## src/rtl/key_expansion.sv

```systemverilog
// AES-128 key schedule: one round key per clock, 10 cycles from accepted start to keysValid.
// No backpressure: start is ignored while busy; the finished schedule is held until the next start.
module key_expansion (
  input  logic          clk,
  input  logic          n_rst,
  input  logic          start,
  input  logic [127:0]  cipherKey,
  output logic [1407:0] roundKeys,
  output logic          busy,
  output logic          keysValid
);

  typedef enum logic [1:0] {IDLE = 2'd0, RUN = 2'd1, DONE = 2'd2} state_t;

  // Forward S-box, byte 0x00 in the top byte.
  localparam logic [2047:0] SBOX = {
    128'h637c777bf26b6fc53001672bfed7ab76, 128'hca82c97dfa5947f0add4a2af9ca472c0,
    128'hb7fd9326363ff7cc34a5e5f171d83115, 128'h04c723c31896059a071280e2eb27b275,
    128'h09832c1a1b6e5aa0523bd6b329e32f84, 128'h53d100ed20fcb15b6acbbe394a4c58cf,
    128'hd0efaafb434d338545f9027f503c9fa8, 128'h51a3408f929d38f5bcb6da2110fff3d2,
    128'hcd0c13ec5f974417c4a77e3d645d1973, 128'h60814fdc222a908846eeb814de5e0bdb,
    128'he0323a0a4906245cc2d3ac629195e479, 128'he7c8376d8dd54ea96c56f4ea657aae08,
    128'hba78252e1ca6b4c6e8dd741f4bbd8b8a, 128'h703eb5664803f60e613557b986c11d9e,
    128'he1f8981169d98e949b1e87e9ce5528df, 128'h8ca1890dbfe6426841992d0fb054bb16
  };

  function automatic logic [7:0] sbox(input logic [7:0] b);
    return SBOX[11'd2047 - {b, 3'b000} -: 8];
  endfunction

  function automatic logic [7:0] rcon(input logic [3:0] r);
    case (r)
      4'd1:    rcon = 8'h01;
      4'd2:    rcon = 8'h02;
      4'd3:    rcon = 8'h04;
      4'd4:    rcon = 8'h08;
      4'd5:    rcon = 8'h10;
      4'd6:    rcon = 8'h20;
      4'd7:    rcon = 8'h40;
      4'd8:    rcon = 8'h80;
      4'd9:    rcon = 8'h1b;
      4'd10:   rcon = 8'h36;
      default: rcon = 8'h00;
    endcase
  endfunction

  state_t          state_q, state_d;
  logic [3:0]      rnd_q, rnd_d;
  logic [1407:0]   keys_q, keys_d;
  logic            busy_q, busy_d;
  logic            valid_q, valid_d;

  logic [127:0]    prev_key, next_key;
  logic [31:0]     rot_w, sub_w, t_w, n0, n1, n2, n3;

  always_comb begin
    prev_key = '0;
    for (int k = 0; k < 10; k++) begin
      if (rnd_q == 4'(k + 1)) prev_key = keys_q[128*k +: 128];
    end
  end

  always_comb begin
    rot_w    = {prev_key[23:0], prev_key[31:24]};
    sub_w    = {sbox(rot_w[31:24]), sbox(rot_w[23:16]), sbox(rot_w[15:8]), sbox(rot_w[7:0])};
    t_w      = sub_w ^ {rcon(rnd_q), 24'h0};
    n0       = prev_key[127:96] ^ t_w;
    n1       = prev_key[95:64]  ^ n0;
    n2       = prev_key[63:32]  ^ n1;
    n3       = prev_key[31:0]   ^ n2;
    next_key = {n0, n1, n2, n3};
  end

  always_comb begin
    state_d = state_q;
    rnd_d   = rnd_q;
    keys_d  = keys_q;
    busy_d  = busy_q;
    valid_d = valid_q;
    case (state_q)
      IDLE, DONE: begin
        if (start) begin
          keys_d[127:0] = cipherKey;
          rnd_d         = 4'd1;
          valid_d       = 1'b0;
          busy_d        = 1'b1;
          state_d       = RUN;
        end
      end
      RUN: begin
        for (int k = 1; k <= 10; k++) begin
          if (rnd_q == 4'(k)) keys_d[128*k +: 128] = next_key;
        end
        rnd_d = rnd_q + 4'd1;
        if (rnd_q == 4'd10) begin
          state_d = DONE;
          busy_d  = 1'b0;
          valid_d = 1'b1;
          rnd_d   = 4'd0;
        end
      end
      default: begin
        state_d = IDLE;
        rnd_d   = 4'd0;
        busy_d  = 1'b0;
        valid_d = 1'b0;
      end
    endcase
  end

  always_ff @(posedge clk or negedge n_rst) begin
    if (!n_rst) begin
      state_q <= IDLE;
      rnd_q   <= 4'd0;
      keys_q  <= '0;
      busy_q  <= 1'b0;
      valid_q <= 1'b0;
    end else begin
      state_q <= state_d;
      rnd_q   <= rnd_d;
      keys_q  <= keys_d;
      busy_q  <= busy_d;
      valid_q <= valid_d;
    end
  end

  assign roundKeys = keys_q;
  assign busy      = busy_q;
  assign keysValid = valid_q;

endmodule

```

## config.mk

```make
export PLATFORM = sky130hd
export DESIGN_NAME = key_expansion
export DESIGN_NICKNAME = d
export VERILOG_FILES = /design/src/rtl/key_expansion.sv
export SDC_FILE = /design/constraint.sdc
export NUM_CORES = 2
export LEC_CHECK = 0
export ABC_AREA = 1
export ABC_CLOCK_PERIOD_IN_PS = 5400
export CAP_MARGIN = 5
export CORE_AREA = 10 10 598 600
export CTS_CLUSTER_DIAMETER = 200
export DETAILED_ROUTE_END_ITERATION = 10
export DIE_AREA = 0 0 608 610
export PLACE_DENSITY = 0.45
export RECOVER_POWER = 100
export SETUP_SLACK_MARGIN = 0.5
export SLEW_MARGIN = 10
export SYNTH_ARGS = -nofsm -noshare
export SYNTH_HDL_FRONTEND = slang
export SYNTH_SLANG_ARGS = --single-unit
```

## constraint.sdc

```tcl
create_clock -name clk -period 5.4 [get_ports clk]
set_input_delay 0.54 -clock clk [delete_from_list [all_inputs] [get_ports clk]]
set_output_delay 0.54 -clock clk [all_outputs]
set_load 0.01 [all_outputs]
```

==> out/metrics.cfg <==
[die]
ios = 1541
die_x_um = 608
die_area_mm2 = 0.3709
fp.dieH_um = 610
core_area_mm2 = 0.3454
initial_core_util = 0.2309
rows = 216

[drt]
route.antenna.remaining_nets = 0
via_per_inst = 5.253
vias = 90697
drt_iter0_drc = 10463
wl_per_cell_um = 37.04
dr.pass1.iters = 6
drc = 0
drt_wl_total_mm = 639.5

[finish]
drive_gt1_frac = 0.1789
fillers = 36935
areaGrowthSynthToFinish_pct = 46.20
fin_nets = 12721
fin_util = 0.3375

[placement]
port_buffers = 1540
place_hpwl_mm = 488.0
routabilityCongestion = 0.9948

[synth]
ys_top_cells_by_area = dfrtp_1 (44%), nand2_1 (15%), nand3_1 (11%), o21ai_0 (5.9%), inv_1 (2.6%)
synth_seq_area_share = 0.4441
syn_inst = 10527
synth_enable_flop_cells = 0
yosysWarningCount = 0
synth.distinct_cells = 58
synth_area_per_cell_um2 = 7.575
synth-async-reset-ratio = 1.000
synth_top_area_cell = dfrtp_1
synth.cell_area_mm2 = 0.07974
synth_fp_nets = 10720
synth_ff_type = dfrtp_1
yosysTopAreaCellShare = 0.4441
ys_ff_latch = 1415

[timing]
finClkSkew_ns = 0.1031
setup_viol = 0
max_slew_margin = -1.546
holdWs_ns = 0.1941
max_freq_ghz = 0.2017
drv_slew = 386
tightest_slew_ns = 3.820
hold_viol = 0
period_needed_ns = 4.959
period_share = 0.9183
rsz0062_at_grt = yes

[hold_path]
holdCritPathClass = input pin to flop

[clock_network]
cts-buffers-inserted = 185
clockRootBuffer = clkbuf_16
htreeDepth = 4
clock_latency_ns = 0.96
cts.reportedPaths.clkPinSlew_ns = 0.06
clockBufferDepth = 4
tritoncts = yes
clock_sinks = 1415

[worst_setup_path]
crit_type = flop to flop
critPathTopFamily = simple AND/OR/NAND/NOR gates
cp.arrival_ns = 5.75
end_kind = flop
reg2reg_slack_ns = 0.44
crit_top_cell = nand2_1
path_max_fanout = 10
slowest_delay_ns = 0.40
critPathSlowestCell = dfrtp_1
required_ns = 6.19
path_buf_inv = 10
worstSetupStartpointType = flop

[global_route]
overflow = 0
grt_max_degree = 150
grt_pass1_vias = 85840
grt_use_total = 0.3243
antenna_found_initial = 52
grt_pass1_wl_mm = 836.0

[run]
cap_violations = 8

[outcome]
status = finished with violations
violations = capacitance limit, slew limit

[final cells by class]
type | count | area [µm²] | share of cell area
diodes | 31 | 77.57 | 0.0006654
clock buffers | 263 | 5293 | 0.04540
clock inverters | 54 | 671.9 | 0.005764
inverters | 588 | 2372 | 0.02035
multi-input cells | 7757 | 41120 | 0.3528
flip-flops and latches | 1415 | 35410 | 0.3038
well taps | 4578 | 5728 | 0.04914
repair buffers | 2580 | 25890 | 0.2221
repair inverters | 1 | 8.758 | 0.00007513
[cells by family after synthesis]
group,after synthesis,synth area share
AND/OR/NAND/NOR,5634,0.3133
multiplexers,118,0.01666
adder cells (fa/ha/maj),62,0.009728
buffers and inverters,1366,0.07722
XOR/XNOR,2,0.0002197
AO/OA/AOI/OAI,1930,0.1388
flip-flops,1415,0.4441
[registers in the layout (all words and copies together) (netlist names)]
register / count
roundKeys: 1408
rnd_q: 4
busy: 1
state_q: 2
[routing by layer]
layer  GRT usage  vias up  part of all wire
met3     0.07685      964             0.085
met5           0        -          0.000099
met2      0.5172     4488              0.45
met1      0.4021    45728              0.39
met4      0.1834       10             0.074
li1            -    39507                 -
[cell usage in the layout (no fill, tap or decap), types with 35 or more instances in the layout]
cell type	count
a21oi_1	297
a221oi_1	73
a22oi_1	60
a31oi_1	215
buf_12	178
buf_4	753
buf_6	68
clkbuf_1	53
clkbuf_16	194
clkbuf_8	38
clkdlybuf4s50_1	130
dfrtp_1	1412
dlygate4sd3_1	1410
ha_1	35
inv_1	502
inv_2	46
mux2_2	118
nand2_1	2931
nand2_2	197
nand2_4	63
nand3_1	1510
nand3_2	250
nand3_4	89
nor2_1	483
o211ai_1	59
o21ai_0	928
o21ai_1	124
o221ai_1	35
[synthesized netlist by cell type (12+ instances only)]
cell type,instances
nand3_4,20
buf_6,60
o221ai_1,39
a31o_1,14
a221oi_1,75
o21ai_0,940
nand2_4,15
o211ai_1,59
dfrtp_1,1415
nand4_1,25
buf_1,28
mux2_2,118
a211oi_1,18
nor2_1,505
inv_2,30
nand3_1,1686
a22oi_1,64
o21a_1,16
a31o_2,15
buf_4,81
buf_2,190
nand2_1,3094
nand3_2,133
nand3b_1,12
o21ai_1,121
ha_1,62
inv_1,549
clkbuf_1,416
nand2_2,94
a21oi_1,311
a31oi_1,216
or2_2,14
[path summary, 6_finish.rpt]
kind                                   end  depth (start not counted)             from
max reg2reg                roundKeys[1297]                         38         rnd_q[1]
min                         roundKeys[112]                          2   cipherKey[112]
min in group asynchronous     roundKeys[0]                          2            n_rst
min reg2reg                roundKeys[1300]                          2  roundKeys[1300]
max in group asynchronous   roundKeys[699]                          3            n_rst
max                        roundKeys[1297]                         38         rnd_q[1]
[metrics by stage]
stage / cells / setup TNS [ns] / instance area, µm² / worst slack (ns)
after floorplan: 10527 / 0 / 79740 / 1.294
after global placement: 16763 / -7.107 / 106000 / -0.2154
after detailed placement: 16763 / -11.86 / 106000 / -0.2928
after CTS: 17129 / 0 / 113300 / 0.4619
after global routing: 17246 / 0 / 116500 / 0.2314
final: 17267 / 0 / 116600 / 0.4409
[timing repair]
item | in CTS | in global routing
gates cloned | 5 | 16
gates resized for setup | 201 | 530
hold endpoints to repair | 70 | 0
endpoints found under the setup margin | 1218 | 970
setup buffers | 43 | 91
pin swaps | 21 | 95
hold buffers | 1 | 0
Power is left out: the tool's default activity adds up to more than one toggle a clock period on the data nets, which glitch-free logic cannot reach.
